## src/rtl/onehot_decoder_seq_pkg.sv

```systemverilog
// Shared definitions for the sequential one-hot decoder: mode encodings,
// controller states and the mode-to-state decode.
package onehot_decoder_seq_pkg;

    localparam logic [1:0] MODE_IDLE   = 2'b00;
    localparam logic [1:0] MODE_DIRECT = 2'b01;
    localparam logic [1:0] MODE_SCAN   = 2'b10;
    localparam logic [1:0] MODE_RSVD   = 2'b11;

    typedef enum logic [1:0] {
        S_IDLE   = 2'd0,
        S_DIRECT = 2'd1,
        S_SCAN   = 2'd2
    } state_t;

    // The reserved encoding parks the block in idle.
    function automatic state_t mode_to_state(input logic [1:0] mode);
        state_t s;
        s = S_IDLE;
        case (mode)
            MODE_IDLE:   s = S_IDLE;
            MODE_DIRECT: s = S_DIRECT;
            MODE_SCAN:   s = S_SCAN;
            MODE_RSVD:   s = S_IDLE;
        endcase
        return s;
    endfunction

endpackage

```

## src/rtl/bin2onehot.sv

```systemverilog
// Combinational binary-to-one-hot converter: exactly one output bit set, at
// the position given by bin.
module bin2onehot #(
    parameter  int SEL_W = 3,
    localparam int OUT_W = 1 << SEL_W
) (
    input  logic [SEL_W-1:0] bin,
    output logic [OUT_W-1:0] onehot
);

    // NOTE: every always_comb output gets a default first so no path can infer a latch.
    always_comb begin
        onehot      = '0;
        onehot[bin] = 1'b1;
    end

endmodule

```

## src/rtl/onehot_decoder_seq.sv

```systemverilog
// Sequential one-hot decoder: registered one-hot output driven either by a
// handshaked binary select (DIRECT) or by a timed walk across all outputs (SCAN).
module onehot_decoder_seq
    import onehot_decoder_seq_pkg::*;
#(
    parameter  int SEL_W = 3,
    parameter  int PER_W = 8,
    localparam int OUT_W = 1 << SEL_W
) (
    input  logic             clk,
    input  logic             rst_n,
    input  logic             en,
    input  logic [1:0]       mode,
    input  logic [SEL_W-1:0] sel,
    input  logic             sel_valid,
    output logic             sel_ready,
    input  logic [PER_W-1:0] period,
    output logic [OUT_W-1:0] y,
    output logic             y_valid,
    output logic [SEL_W-1:0] idx,
    output logic             wrap
);

    state_t           state;
    state_t           next_state;
    logic [PER_W-1:0] cnt;
    logic             scan_adv;
    logic [SEL_W-1:0] dec_idx;
    logic [OUT_W-1:0] dec_y;

    assign sel_ready = en && (state == S_DIRECT);

    // dec_idx is the index y will show after this edge; state changes reset it to 0,
    // which also gives the SCAN entry value of y.
    always_comb begin
        next_state = mode_to_state(mode);
        scan_adv   = (cnt >= period);
        dec_idx    = '0;
        if (state == next_state) begin
            if (state == S_DIRECT) begin
                dec_idx = sel;
            end else if (state == S_SCAN) begin
                dec_idx = idx + SEL_W'(1);
            end
        end
    end

    bin2onehot #(
        .SEL_W (SEL_W)
    ) u_bin2onehot (
        .bin    (dec_idx),
        .onehot (dec_y)
    );

    // NOTE: sequential state uses non-blocking assignments so every register sees pre-edge values.
    always_ff @(posedge clk or negedge rst_n) begin
        if (!rst_n) begin
            state   <= S_IDLE;
            y       <= '0;
            y_valid <= 1'b0;
            idx     <= '0;
            cnt     <= '0;
            wrap    <= 1'b0;
        end else if (!en) begin
            wrap <= 1'b0;
        end else begin
            state <= next_state;
            wrap  <= 1'b0;
            case (next_state)
                S_DIRECT: begin
                    if (state != S_DIRECT) begin
                        y       <= '0;
                        y_valid <= 1'b0;
                        idx     <= '0;
                        cnt     <= '0;
                    end else if (sel_valid) begin
                        y       <= dec_y;
                        y_valid <= 1'b1;
                        idx     <= dec_idx;
                    end
                end
                S_SCAN: begin
                    if (state != S_SCAN) begin
                        y       <= dec_y;
                        y_valid <= 1'b1;
                        idx     <= '0;
                        cnt     <= '0;
                    end else if (scan_adv) begin
                        // >= rather than == so a period lowered mid-dwell advances at once.
                        y    <= dec_y;
                        idx  <= dec_idx;
                        cnt  <= '0;
                        wrap <= &idx;
                    end else begin
                        cnt <= cnt + PER_W'(1);
                    end
                end
                default: begin
                    y       <= '0;
                    y_valid <= 1'b0;
                    idx     <= '0;
                    cnt     <= '0;
                end
            endcase
        end
    end

endmodule
```

## config.mk

```make
export PLATFORM = sky130hd
export DESIGN_NAME = onehot_decoder_seq
export DESIGN_NICKNAME = d
export VERILOG_FILES = /design/src/rtl/onehot_decoder_seq_pkg.sv /design/src/rtl/bin2onehot.sv /design/src/rtl/onehot_decoder_seq.sv
export SDC_FILE = /design/constraint.sdc
export NUM_CORES = 1
export LEC_CHECK = 0
export ABC_AREA = 0
export CORE_MARGIN = 5
export CORE_UTILIZATION = 46
export DETAILED_ROUTE_END_ITERATION = 10
export PLACE_DENSITY_LB_ADDON = 0.15
export SLEW_MARGIN = 10
export SYNTH_ARGS = -nofsm -noshare
export SYNTH_HDL_FRONTEND = slang
export SYNTH_SLANG_ARGS = --single-unit
```

## constraint.sdc

```tcl
create_clock -name clk -period 1.8 [get_ports clk]
set_input_delay 0.54 -clock clk [delete_from_list [all_inputs] [get_ports clk]]
set_output_delay 0.54 -clock clk [all_outputs]
set_load 0.1 [all_outputs]
```

==> run_results.csv <==
group,metric,value,unit
logic_synthesis,synthFlopType,"dfrtp_1",
worst_setup_path,worst-r2r-setup-slack,-0.07,ns
floorplan,core_area,0.00331,mm^2
clock_network,htree_levels,1,
logic_synthesis,syn_nets,185,
worst_setup_path,slowest_delay,0.52,ns
worst_setup_path,worst_setup_path_startpoint,"idx[0]",
routing,num_vias,1446,
worst_setup_path,end_kind,"flop",
routing,routedWlPerCell,15.7,um
cells_and_area,seqCellArea,584,um^2
logic_synthesis,synth_area,0.00155,mm^2
grt,overflow,0,
logic_synthesis,synth_common_cells,"dfrtp_1, inv_1, ha_1",
worst_setup_path,critical_path.cell_chain,"ha_4, ha_4, nand2_2, buf_4, mux2_4, and3_4, a32o_1",
cells_and_area,n_antenna_cell,0,
worst_setup_path,path_max_fanout,2,
worst_setup_path,crit_path_frequent_cell,"ha_4",
sta,post-route-period-util,1.04,
run_status,status,"finished with violations",
floorplan,rows,21,
worst_setup_path,timing.rr.start,"idx[0]",
logic_synthesis,yosys.area.top_type_share,0.371,
clock_network,cts_sinks,23,
grt,grt_pass1_vias,1563,
floorplan,die_y,68.1,um
logic_synthesis,synth_area_leaders,"dfrtp_1, ha_1, a32o_1",
clock_network,cts_tree,"built",
logic_synthesis,synth-edff-count,0,
cells_and_area,areaGrowthSynthToFinish,63.0,%
logic_synthesis,synth.avg_cell_area,10.1,um^2
clock_network,clkTransAtPathRegs,0.14,ns
routing,wirelength,4210,um
worst_setup_path,required,2.02,ns
placed_design,routabilityCongestion,0.846,
worst_setup_path,crit_path_end,"y[3]",
logic_synthesis,ys_ff_latch,23,
sta,fmax,535,MHz
sta,hold_ws,0.529,ns
floorplan,die_area,0.00463,mm^2
sta,slew_violations,0,
logic_synthesis,yosysUniqueCellTypes,46,
floorplan,dieWidth,68.1,um
worst_setup_path,worstSetupPathType,"reg -> reg",
sta,finalSetupViolations,8,
power,power.density,438,mW/mm^2
placed_design,io_buffer_count,30,
sta,worstMarginPinSlew,0.394,ns
floorplan,ioPinCount,31,
power,irDropWorstVdd,0.324,mV
sta,finalClockSkew,0.00294,ns
hold_path,hold_class,"in -> async",
logic_synthesis,synthCells,154,
routing,drt-initial-drc-count,75,
cells_and_area,nNetsFinal,253,
grt,antenna_found_initial,0,
cells_and_area,num-fill-cells,231,
power,p_leak,1.15,nW
logic_synthesis,synth_warnings,0,
run_status,violations,"negative setup slack",
grt,grt_pass1_wl,6930,um
clock_network,cts_root_buf,"clkbuf_4",
logic_synthesis,ys_seq_area_frac,0.371,
sta,slew-limit-headroom,0.735,
placed_design,hpwlAfterDp,3080,um
sta,hold_viol,0,
logic_synthesis,synth_area_leader_cell,"dfrtp_1",
worst_setup_path,worstSetupStartpointType,"flop",
floorplan,start_util,0.468,
worst_setup_path,crit_arrival,2.09,ns
worst_setup_path,critPathSlowestCell,"dfrtp_4",
routing,dr.pass1.iters,4,
grt,grt_usage,0.201,
routing,drt-vias-per-instance,5.42,
logic_synthesis,synth_most_common_cell,"dfrtp_1",
worst_setup_path,reg2reg_to,"y[3]",
clock_network,clock_path_buffers,2,
sta,rsz0062_at_grt,"true",
clock_network,cts_buffers,3,
cells_and_area,fin_util,0.763,
routing,drc,0,
sta,fin_crit,1.87,ns
clock_network,clk_latency,0.32,ns
cells_and_area,drive_above_1_share,0.493,
power,finalPower,1.11,mW
cells_and_area,multi_input_area,0.00107,mm^2
worst_setup_path,rr_worst_depth,7,
clock_network,cts_hold_buffers,0,
logic_synthesis,async_reset_ff_frac,1.00,
sta,fin_ws,-0.0700,ns
grt,grt_max_degree,17,
routing,ant_nets,0,
job,drv_cap,0,
## layer usage
metal / vias up / global-route usage / share of wire
met4: 0 / 0.0893 / 0.021
met5: - / 0 / 0
li1: 703 / - / -
met1: 708 / 0.243 / 0.43
met3: 10 / 0.0263 / 0.021
met2: 25 / 0.354 / 0.53
## cells in the final DEF, fill, tap and decap left out, types with 6 or more instances in the layout
cell and n:
nand2_1 8, buf_12 14, nor2_1 6, a21oi_1 6, dfrtp_1 20, buf_4 33, inv_1 10, ha_4 7
a32o_1 8
## power breakdown
group / internal [mW] / switching (mW) / total (mW)
Clock: 0.0832 / 0.172 / 0.255
Sequential: 0.527 / 0.0110 / 0.538
Combinational: 0.144 / 0.170 / 0.315
Total: 0.755 / 0.353 / 1.11
## logic make-up (layout without fill, tap and decap cells)
kind of cell | Yosys count | count (layout) | share of synthesized area
mux | 6 | 6 | 0.0452
compound gates | 39 | 39 | 0.211
simple gates | 51 | 51 | 0.202
fa+ha+maj | 14 | 14 | 0.113
buf+inv | 21 | 88 | 0.0573
flops | 23 | 23 | 0.371
## layout make-up
| type | instances | area share |
|---|---|---|
| tap | 46 | 0.0228 |
| clock buffer | 3 | 0.00891 |
| sequential | 23 | 0.231 |
| timing repair buffer | 67 | 0.282 |
| clock inverter | 1 | 0.00198 |
| inverter | 17 | 0.0292 |
| multi-input combinational | 110 | 0.424 |
## critical path: cells and delay by family, from the launching register on
| kind | cells | cell delay [ns] |
|---|---|---|
| compound gates | 1 | 0.22 |
| mux | 1 | 0.27 |
| simple gates | 2 | 0.22 |
| flops | 1 | 0.52 |
| buf+inv | 1 | 0.13 |
| fa+ha+maj | 2 | 0.42 |
## metrics by stage
step,instance area (um^2),setup TNS [ns],setup slack [ns],std cells
floorplan,1670,-1.06,-0.238,154
global placement,2300,-13.04,-0.681,251
detailed placement,2300,-14.03,-0.749,251
CTS,2470,-1.02,-0.182,263
global route,2530,-1.25,-0.120,267
finish,2530,-0.335,-0.0700,267
## worst min-delay path by stage
stage	slack, ns	start	cells past startpoint	to
after global routing	0.56	rst_n	2	state[1]
after global placement	0.52	cnt[1]	2	cnt[1]
final	0.53	rst_n	2	state[1]
after floorplan	0.24	rst_n	0	cnt[0]
after CTS	0.54	rst_n	2	state[1]
after detailed placement	0.52	cnt[7]	1	cnt[7]
## state kept, by name (all words and copies together) (netlist names)
signal,flops
state,2
wrap,1
y_valid,1
idx,3
y,8
cnt,8
## what timing repair did
| item | in CTS | in global routing |
|---|---|---|
| pin swaps | 21 | 16 |
| setup endpoints to repair | 22 | 17 |
| gates cloned | 1 | 0 |
| setup buffers | 7 | 4 |
| endpoints found under the hold margin | 0 | 0 |
| gates resized for setup | 40 | 11 |
(Power assumes the default switching activity.)
